==> src/rtl/config_stream_loader.sv <==
// config_stream_loader
// Buffers configuration records from an upstream stream in a small FIFO,
// pops one record per cycle and turns every record addressed to this tile
// (or to the broadcast ID) into a one-cycle write strobe towards the tile.
// The record flagged "last" ends the load; after that the block idles until reset.

module config_stream_loader #(
    parameter int          FIFO_DEPTH = 4,
    parameter logic [15:0] BCAST_ID   = 16'hFFFF
) (
    input  logic        clk_in,
    input  logic        reset,
    input  logic [15:0] tile_id,
    input  logic        cfg_valid,
    output logic        cfg_ready,
    input  logic [31:0] cfg_addr_in,
    input  logic [31:0] cfg_data_in,
    input  logic        cfg_last,
    output logic [31:0] config_addr,
    output logic [31:0] config_data,
    output logic        config_write,
    output logic [15:0] write_count,
    output logic        busy,
    output logic        done
);

    localparam int AW = (FIFO_DEPTH > 1) ? $clog2(FIFO_DEPTH) : 1;
    localparam int CW = AW + 1;
    localparam logic [CW-1:0] DEPTH_C = CW'(FIFO_DEPTH);
    localparam logic [CW-1:0] ZERO_C  = CW'(1'b0);

    typedef enum logic [0:0] {
        ST_LOAD = 1'b0,
        ST_DONE = 1'b1
    } state_t;

    // Record storage: {last, addr[31:0], data[31:0]}
    logic [64:0]    mem_r [FIFO_DEPTH];

    state_t         state_r;
    state_t         state_nxt_s;
    logic [CW-1:0]  count_r;
    logic [CW-1:0]  count_nxt_s;
    logic [AW-1:0]  wr_ptr_r;
    logic [AW-1:0]  rd_ptr_r;

    logic           ready_r;
    logic           ready_nxt_s;
    logic           busy_r;
    logic           busy_nxt_s;
    logic [31:0]    addr_r;
    logic [31:0]    data_r;
    logic           write_r;
    logic [15:0]    wcount_r;
    logic [15:0]    wcount_nxt_s;
    logic           done_r;

    logic           push_s;
    logic           pop_s;
    logic           match_s;
    logic [64:0]    head_s;
    logic           head_last_s;
    logic [31:0]    head_addr_s;
    logic [31:0]    head_data_s;

    assign head_s      = mem_r[rd_ptr_r];
    assign head_last_s = head_s[64];
    assign head_addr_s = head_s[63:32];
    assign head_data_s = head_s[31:0];

    // Handshake uses only the registered ready, so there is no path from cfg_valid back to cfg_ready.
    assign push_s  = cfg_valid && ready_r;
    assign pop_s   = (state_r == ST_LOAD) && (count_r != ZERO_C);
    assign match_s = pop_s && ((head_addr_s[15:0] == tile_id) || (head_addr_s[15:0] == BCAST_ID));

    // Next-state, occupancy and next values of the registered status outputs.
    always_comb begin
        state_nxt_s  = state_r;
        count_nxt_s  = count_r;
        wcount_nxt_s = wcount_r;
        case (state_r)
            ST_LOAD: begin
                if (pop_s && head_last_s) begin
                    // Last record consumed: anything still buffered is dropped.
                    state_nxt_s = ST_DONE;
                    count_nxt_s = ZERO_C;
                end else if (push_s && !pop_s) begin
                    count_nxt_s = count_r + CW'(1'b1);
                end else if (!push_s && pop_s) begin
                    count_nxt_s = count_r - CW'(1'b1);
                end else begin
                    count_nxt_s = count_r;
                end
            end
            ST_DONE: begin
                state_nxt_s = ST_DONE;
                count_nxt_s = ZERO_C;
            end
            default: begin
                state_nxt_s = ST_LOAD;
                count_nxt_s = ZERO_C;
            end
        endcase

        if (match_s && (wcount_r != 16'hFFFF)) begin
            wcount_nxt_s = wcount_r + 16'd1;
        end else begin
            wcount_nxt_s = wcount_r;
        end

        ready_nxt_s = (state_nxt_s == ST_LOAD) && (count_nxt_s != DEPTH_C);
        busy_nxt_s  = ((count_nxt_s != ZERO_C) && (state_nxt_s == ST_LOAD)) || match_s;
    end

    // Control state, pointers and all registered outputs.
    always_ff @(posedge clk_in) begin
        if (reset) begin
            state_r  <= ST_LOAD;
            count_r  <= ZERO_C;
            wr_ptr_r <= AW'(1'b0);
            rd_ptr_r <= AW'(1'b0);
            ready_r  <= 1'b0;
            busy_r   <= 1'b0;
            addr_r   <= 32'h0000_0000;
            data_r   <= 32'h0000_0000;
            write_r  <= 1'b0;
            wcount_r <= 16'h0000;
            done_r   <= 1'b0;
        end else begin
            state_r  <= state_nxt_s;
            count_r  <= count_nxt_s;
            ready_r  <= ready_nxt_s;
            busy_r   <= busy_nxt_s;
            write_r  <= match_s;
            wcount_r <= wcount_nxt_s;
            done_r   <= (state_nxt_s == ST_DONE);
            if (push_s) begin
                wr_ptr_r <= wr_ptr_r + AW'(1'b1);
            end
            if (pop_s) begin
                rd_ptr_r <= rd_ptr_r + AW'(1'b1);
            end
            if (match_s) begin
                addr_r <= head_addr_s;
                data_r <= head_data_s;
            end
        end
    end

    // Record storage write port; contents need no reset since occupancy gates every read.
    always_ff @(posedge clk_in) begin
        if (push_s && !reset) begin
            mem_r[wr_ptr_r] <= {cfg_last, cfg_addr_in, cfg_data_in};
        end
    end

    assign cfg_ready    = ready_r;
    assign busy         = busy_r;
    assign config_addr  = addr_r;
    assign config_data  = data_r;
    assign config_write = write_r;
    assign write_count  = wcount_r;
    assign done         = done_r;

endmodule

==> config.mk <==
export PLATFORM = sky130hd
export DESIGN_NAME = config_stream_loader
export DESIGN_NICKNAME = d
export VERILOG_FILES = /design/src/rtl/config_stream_loader.sv
export SDC_FILE = /design/constraint.sdc
export NUM_CORES = 1
export LEC_CHECK = 0
export CAP_MARGIN = 30
export CORE_MARGIN = 3
export CORE_UTILIZATION = 38
export CTS_BUF_LIST = sky130_fd_sc_hd__clkbuf_4 sky130_fd_sc_hd__clkbuf_8
export CTS_CLUSTER_SIZE = 16
export DETAILED_ROUTE_END_ITERATION = 10
export GPL_ROUTABILITY_DRIVEN = 1
export PLACE_DENSITY = 0.68
export SLEW_MARGIN = 15
export SYNTH_ARGS = -nofsm -noshare
export SYNTH_HDL_FRONTEND = slang
export SYNTH_SLANG_ARGS = --single-unit
export TNS_END_PERCENT = 20
==> constraint.sdc <==
create_clock -name clk_in -period 4.95 [get_ports clk_in]
set_input_delay 0.495 -clock clk_in [delete_from_list [all_inputs] [get_ports clk_in]]
set_output_delay 0.495 -clock clk_in [all_outputs]
set_load 0.005 [all_outputs]
After elaboration in Yosys (flattened, before gate mapping)
Memories as Yosys holds them, arrays and structs flattened. A register that Yosys moved wholly into a read port is not among the register bits.
Cells that the tools add are included.
{ "totals": {"output_inout_bits": 84, "register_bits": 91, "n_memories": 1, "elab_cells": 49, "mem_bits_rw": 260, "input_bits": 84} }
{ "mem_list": {"columns": ["memory", "depth", "word_bits", "read_ports", "rd_clocked_by_memory_dff", "write_ports", "line_no", "text"], "rows": [
  ["mem_r", 4, 65, 1, 1, 1, "38", "logic [64:0] mem_r [FIFO_DEPTH];"]
]} }
{ "classes": {"n_eq_ne": 4, "n_reduce_logical": 17, "muxes": 10, "n_bitwise": 2, "add_sub_neg": 5} }
{ "ops": {"columns": ["cell", "count"], "rows": [
  ["$add 16x1->16 const B", 1],
  ["$eq 16x16->1", 1],
  ["$eq 16x16->1 const B", 1],
  ["$ne 16x16->1 const B", 1],
  ["$logic_and 1x1->1", 10],
  ["$mux 3", 3],
  ["$pmux 3 s2", 1],
  ["$reduce_bool 3->1", 2],
  ["$add 2x1->2 const B", 2],
  ["$mux 2", 2],
  ["$add 3x1->3 const B", 1],
  ["$logic_not 1->1", 3],
  ["$mux 1", 3],
  ["$ne 3x3->1 const B", 1],
  ["$sub 3x1->3 const B", 1],
  ["$logic_or 1x1->1", 2],
  ["$not 1->1", 2],
  ["$pmux 1 s2", 1]
]} }

Longest topological paths before layout
Gate-level depths: netlist (run 1).
{ "logic_depth": {"word_depth": 10, "depth_mapped": 10, "depth_no_buf": 8} }

Least setup slack after synthesis (run 1)
Ideal clock, no wire load.
{ "synth_timing": {"path_kind": "in2reg", "startpoint": "input port cfg_valid", "endpoint": "memory mem_r[0][0] (enable)", "arrival_ns": 2.476, "required_ns": 4.520, "n_path_buf": 1, "stages": 4, "path_slack_ns": 2.044, "setup_time_ns": 0.430, "path_cell_list": "nand2_1 -> clkbuf_1 -> nor2_1 -> and2_1"} }
{ "synth_between": {"elab_chain_len": 4} }
{ "synth_lines": {"columns": ["element", "line_no", "text"], "rows": [
  ["start, declared", "14", "input logic cfg_valid,"],
  ["$logic_and 1x1->1", "72", "assign push_s = cfg_valid && ready_r;"],
  ["$logic_and 1x1->1", "152", "if (push_s && !reset) begin"],
  ["$mux 1", "152", null],
  ["$mux 1 (implied by the code)", "153", "mem_r[wr_ptr_r] <= {cfg_last, cfg_addr_in, cfg_data_in};"],
  ["end, declared", "38", null]
]} }
Every way passes these cells.

==> run_results.csv, run 1 <==
group,metric,value,unit
clock_tree,cts_sinks,353,
critical_path,critPathKind,"register to register",
critical_path,end_kind,"register",
yosys,synth_top_cell_by_area,"edfxtp_1",
cells_and_area,area_growth,26.6,%
global_routing,grt-ovfl-total,0,
yosys,syn_inst,744,
yosys,synth_common_cells,"260 x edfxtp_1, 93 x dfxtp_1, 79 x nor2_1, 65 x mux4_2, 64 x mux2i_1",
pwr,power_frac_seq,48.0,%
routing,drtIter0Drc,337,
sta,whs,0.312,ns
yosys,netlist_area,13200,µm²
min_path,hp-class,"input pin to register",
yosys,ys_ff_latch,353,
pwr,power_frac_comb,12.9,%
global_routing,antenna_found_initial,0,
pwr,clock_power_share,39.1,%
yosys,synth_xor_area_share,1.52,%
pwr,p_int,5.42,mW
global_routing,grt_pass1_vias,7454,
critical_path,cp.required,5.42,ns
cells_and_area,diodes,0,
flow_run,max-cap-violations,0,
yosys,synth_nets,836,
sta,setup_slack,1.58,ns
yosys,yosysMostFrequentCell,"edfxtp_1",
clock_tree,postCtsSetupBuffers,0,
placement,dp_hpwl,16.9,mm
run_status,status,"finished, final reports clean",
yosys,synth_top_area_share,59.0,%
sta,fin_crit_sh,68.1,%
sta,relSlewSlack,39.3,%
clock_tree,tritoncts,"done",
sta,rsz0062_at_grt,"no",
yosys,synth-simple-area-share,5.27,%
sta,hold_violations,0,
routing,vias,7184,
yosys,netlist_top_cells_area,"edfxtp_1 59%, dfxtp_1 14%, mux4_2 11%, mux2i_1 4.8%, nor2_1 2.2%",
yosys,synth_top_family_by_area,"multiplexers",
clock_tree,ctsResizeCount,0,
sta,report.final.slew_viol_count,0,
floorplanning,coreArea,34000,µm²
pwr,ir_worst_vdd,244,µV
sta,fin_crit,3.37,ns
clock_tree,cts_root_buf,"clkbuf_8",
global_routing,grt_pass1_wl,43.1,mm
placement,routabilityCongestion,0.783,
clock_tree,htree_levels,2,
yosys,synth_edf_count,260,
yosys,yosysWarnings,0,
yosys,async_reset_ff_share,0,%
routing,via_per_inst,4.97,
sta,worstMarginPinSlew,0.911,ns
sta,fmax,0.297,GHz
yosys,synth-compound-area-share,1.78,%
floorplanning,dieArea,37100,µm²
floorplanning,initial_core_util,39.0,%
placement,dp_slack,1.52,ns
pwr,netSwitchingFraction,23.2,%
floorplanning,io_pins,168,
routing,dr.pass1.iters,5,
cells_and_area,finalNetCount,1040,
clock_tree,clkLatencyLatePin,0.58,ns
pwr,power_switching,1.64,mW
yosys,synth_top_flop_cell,"edfxtp_1",
yosys,syn_avg_cell_area,17.8,µm²
cells_and_area,num-fill-cells,2885,
global_routing,grt_max_degree,71,
clock_tree,postCtsHoldBufs,0,
yosys,ys_seq_area_share,73.1,%
routing,final_antenna_net_count,0,
critical_path,worstSetupStartpointType,"register",
clock_tree,path_clk_slew,0.06,ns
floorplanning,rows,67,
yosys,synth.area.mux_share,16.2,%
yosys,synth.distinct_cells,40,
routing,drcViolationCount,0,
pwr,power_per_cell_area,422,nW/µm²
yosys,synthAdderAreaFrac,0.832,%
placement,io_buffers,167,
critical_path,path_max_fanout,46,
routing,wl,27.8,mm
sta,tns,0,ns
cells_and_area,drive_above_1_share,18.9,%
floorplanning,die_w,193,µm
routing,wl_per_cell,19.2,µm
floorplanning,die_h,193,µm
sta,setup_viol,0,
pwr,p_leak,5.87,nW
clock_tree,cts_buffer_depth,3,
clock_tree,cts_buffers,58,
critical_path,cp.arrival,3.84,ns
sta,clock_skew,0.0214,ns
global_routing,grt_usage,15.2,%
-- final timing paths --
check,slack [ns],cells past startpoint,from,end
min reg2reg,0.50,2,config_data[8],config_data[8]
min,0.31,2,reset,config_addr[22]
max reg2reg,1.58,8,register,write_count[11]
max,1.58,8,register,write_count[11]
-- power by group through the flow --
stage	clock, mW	sequential (mW)	combinational (mW)
2_1_floorplan	0	3.37	0.705
3_3_place_gp	0	3.45	0.921
3_5_place_dp	0	3.46	0.924
4_1_cts	2.85	3.40	0.930
5_1_grt	2.99	3.41	1.00
6_report	2.76	3.39	0.912
-- per-layer routing --
metal  vias to the layer above  GRT usage (%)  wire (µm)
met4                         0           3.92        554
met3                        46           3.61       1690
met2                       203           24.1      13000
met5                         -              0          0
li1                       3329              -          -
met1                      3606           21.1      12500
-- through the flow --
stage	utilization, %	cells	area [µm²]	power (mW)
3_5_place_dp	45.4	1335	15400	4.38
4_1_cts	49.3	1445	16700	7.18
2_1_floorplan	-	744	13200	4.08
6_report	49.3	1446	16700	7.06
3_3_place_gp	45.4	1335	15400	4.37
5_1_grt	49.3	1446	16700	7.40
-- final cells by class --
class	count	area (µm²)	share of cell area, %
Sequential cell	353	9680	57.8
Multi-Input combinational cell	348	3400	20.3
Timing Repair Buffer	180	1770	10.6
Clock buffer	91	1120	6.70
Tap cell	448	561	3.35
Clock inverter	19	193	1.15
Inverter	7	26.3	0.157
-- cell families after synthesis --
group	count (synthesis)
flops	353
simple gates	145
mux	132
buf+inv	43
compound gates	39
xor+xnor	23
fa+ha+maj	9
-- sequential cells by signal, summed over array words and instances (netlist names), named ones only --
name and flops:
rd_ptr_r 2, config_write 1, config_addr 32, done 1
config_data 32, mem_r 260, busy 1, wr_ptr_r 2
count_r 3, write_count 16, cfg_ready 1
-- critical path, stage by stage (launching register included) --
cell and delay [ns]:
dfxtp_4 0.67, mux4_2 0.63, xnor2_1 0.17, nand4_1 0.15
nor4_2 0.48, o21ai_4 0.07, buf_4 0.32, nor4b_1 0.38
mux2_1 0.35
-- cell usage in the layout, fill, tap and decap left out, types with 12 or more instances in the layout --
cell type,instances
buf_4,14
nor2_1,79
mux2i_1,64
clkbuf_8,70
nand4_1,12
a21oi_1,18
dfxtp_1,91
xnor2_1,21
mux4_2,65
edfxtp_1,260
clkdlybuf4s50_1,166
clkbuf_4,21
Note: power is estimated with default switching activity, not from simulation.
==> run 2, diff against run 1 <==
--- a/config.mk
+++ b/config.mk
@@ -12,7 +12,7 @@
 export CTS_CLUSTER_SIZE = 16
 export DETAILED_ROUTE_END_ITERATION = 10
 export GPL_ROUTABILITY_DRIVEN = 1
-export PLACE_DENSITY = 0.68
+export PLACE_DENSITY = 0.71
 export SLEW_MARGIN = 15
 export SYNTH_ARGS = -nofsm -noshare
 export SYNTH_HDL_FRONTEND = slang
==> constraint.sdc (replaced) <==
create_clock -name clk_in -period 3 [get_ports clk_in]
set_input_delay 0.3 -clock clk_in [delete_from_list [all_inputs] [get_ports clk_in]]
set_output_delay 0.3 -clock clk_in [all_outputs]
set_load 0.005 [all_outputs]
==> run 2 against run 1 <==
Effect of this change:
- critical path depth increased by 1
- sequential share of layout area decreased by 1.1 points
- global-route usage increased by 0.54 points
- clock power increased by 59%
- hold slack got worse by 0.16 ns
==> run_results.csv, run 2 (same netlist as run 1, synthesis figures left out) <==
group,metric,value,unit
routing,drcViolationCount,0,
cells_and_area,largest_reg_flops,260,
pwr,p_leak,6.05,nW
flow_run,max-cap-violations,0,
routing,vias,7301,
critical_path,cp.required,3.52,ns
floorplanning,io_pins,168,
routing,drtIter0Drc,462,
placement,dp_slack,-0.0134,ns
sta,fin_crit,2.91,ns
critical_path,cp.arrival,3.43,ns
pwr,power_switching,2.77,mW
global_routing,grt_usage,15.7,%
sta,relSlewSlack,49.7,%
sta,fmax,0.344,GHz
pwr,ir_worst_vdd,397,µV
clock_tree,cts_sinks,353,
sta,hold_violations,0,
routing,dr.pass1.iters,4,
clock_tree,clkLatencyLatePin,0.61,ns
critical_path,critPathKind,"register to register",
sta,worstMarginPinSlew,0.754,ns
sta,setup_viol,0,
global_routing,grt-ovfl-total,0,
routing,wl,29.1,mm
pwr,power_frac_seq,47.4,%
floorplanning,rows,67,
run_status,status,"finished, final reports clean",
sta,tns,0,ns
clock_tree,htree_levels,2,
clock_tree,cts_buffers,58,
clock_tree,cts_buffer_depth,3,
cells_and_area,finalNetCount,1070,
sta,report.final.slew_viol_count,0,
critical_path,path_max_fanout,7,
global_routing,antenna_found_initial,1,
floorplanning,die_h,193,µm
cells_and_area,layout_commonest_cell,"edfxtp_1",
floorplanning,initial_core_util,39.0,%
floorplanning,dieArea,37100,µm²
clock_tree,cts_root_buf,"clkbuf_8",
global_routing,grt_max_degree,62,
clock_tree,path_clk_slew,0.06,ns
placement,io_buffers,167,
sta,whs,0.152,ns
global_routing,grt_pass1_wl,44.2,mm
pwr,clock_power_share,37.8,%
cells_and_area,final_util,50.2,%
placement,routabilityCongestion,0.790,
cells_and_area,final_cell_mix,"260 x edfxtp_1, 166 x clkdlybuf4s50_1, 91 x dfxtp_1",
clock_tree,tritoncts,"done",
pwr,power_per_cell_area,680,nW/µm²
placement,dp_hpwl,17.9,mm
routing,final_antenna_net_count,0,
sta,clock_skew,0.0358,ns
global_routing,grt_pass1_vias,7788,
routing,wl_per_cell,19.7,µm
routing,via_per_inst,4.95,
critical_path,worstSetupStartpointType,"register",
sta,fin_crit_sh,97.0,%
critical_path,end_kind,"register",
cells_and_area,area_growth,29.0,%
pwr,p_int,8.84,mW
pwr,netSwitchingFraction,23.9,%
pwr,total_power,11.6,mW
pwr,power_frac_comb,14.8,%
cells_and_area,regMostFlops,"mem_r",
cells_and_area,drive_above_1_share,21.2,%
floorplanning,die_w,193,µm
min_path,hp-class,"input pin to register",
floorplanning,coreArea,34000,µm²
sta,setup_slack,0.0889,ns
cells_and_area,num-fill-cells,2830,
==> run 2: cell count changes in the layout (fill, tap and decap cells not counted), sizes merged <==
| cell | delta |
|---|---|
| diode | +1 |
| inv | +1 |
| clkinvlp | +1 |
| buf | +30 |
| clkinv | +3 |
| clkbuf | -6 |
| bufinv | -1 |
==> run 2: per-layer routing <==
metal / track usage, % / up-vias / wire (µm)
li1: - / 3392 / -
met1: 20.4 / 3639 / 12600
met2: 26.1 / 218 / 14100
met3: 4.03 / 50 / 1900
met4: 4.60 / 2 / 539
met5: 0 / - / 13
==> run 2: final timing paths <==
kind / startpoint / end / slack (ns) / cells past startpoint
max: register / write_count[4] / 0.09 / 9
min: reset / done / 0.15 / 2
max reg2reg: register / write_count[4] / 0.09 / 9
min reg2reg: config_data[28] / config_data[28] / 0.50 / 2
==> run 2: through the flow <==
stage                     std cells  area, µm²
after detailed placement       1354      15700
after CTS                      1462      16900
after global routing           1474      17100
final                          1475      17100
after global placement         1354      15700
after floorplan                 744      13200
==> run 2: final cells by class <==
cell class                 instances  area (µm²)  share of cell area, %
inverter                           7        26.3                  0.154
clock inverter                    23         199                   1.17
clock buffer                      85        1040                   6.12
timing repair buffer             210        2130                   12.5
antenna                            1        2.50                 0.0147
sequential                       353        9680                   56.7
tap                              448         561                   3.29
multi-input combinational        348        3420                   20.0
==> run 2: repair_timing <==
action                     in CTS  in global routing
setup endpoints to repair       4                 55
gates resized for setup         1                  3
buffers inserted                0                 12
pin swaps                       0                  3
hold buffers                    0                  0
==> run 2: power by group through the flow <==
stage          clock, mW  sequential [mW]  combinational, mW
4_1_cts             4.53             5.53               1.66
3_3_place_gp           0             5.63               1.62
6_report            4.39             5.50               1.72
5_1_grt             4.75             5.52               1.88
2_1_floorplan          0             5.56               1.16
3_5_place_dp           0             5.63               1.65
==> run 2: worst max-delay path, cell delays in order (launching register included) <==
cell and delay, ns:
dfxtp_4 0.40, buf_6 0.16, mux4_2 0.55, xnor2_1 0.18, nand4_1 0.19, nor4_4 0.40, o21ai_4 0.15, buf_4 0.19
or4_1 0.46, a21oi_1 0.15
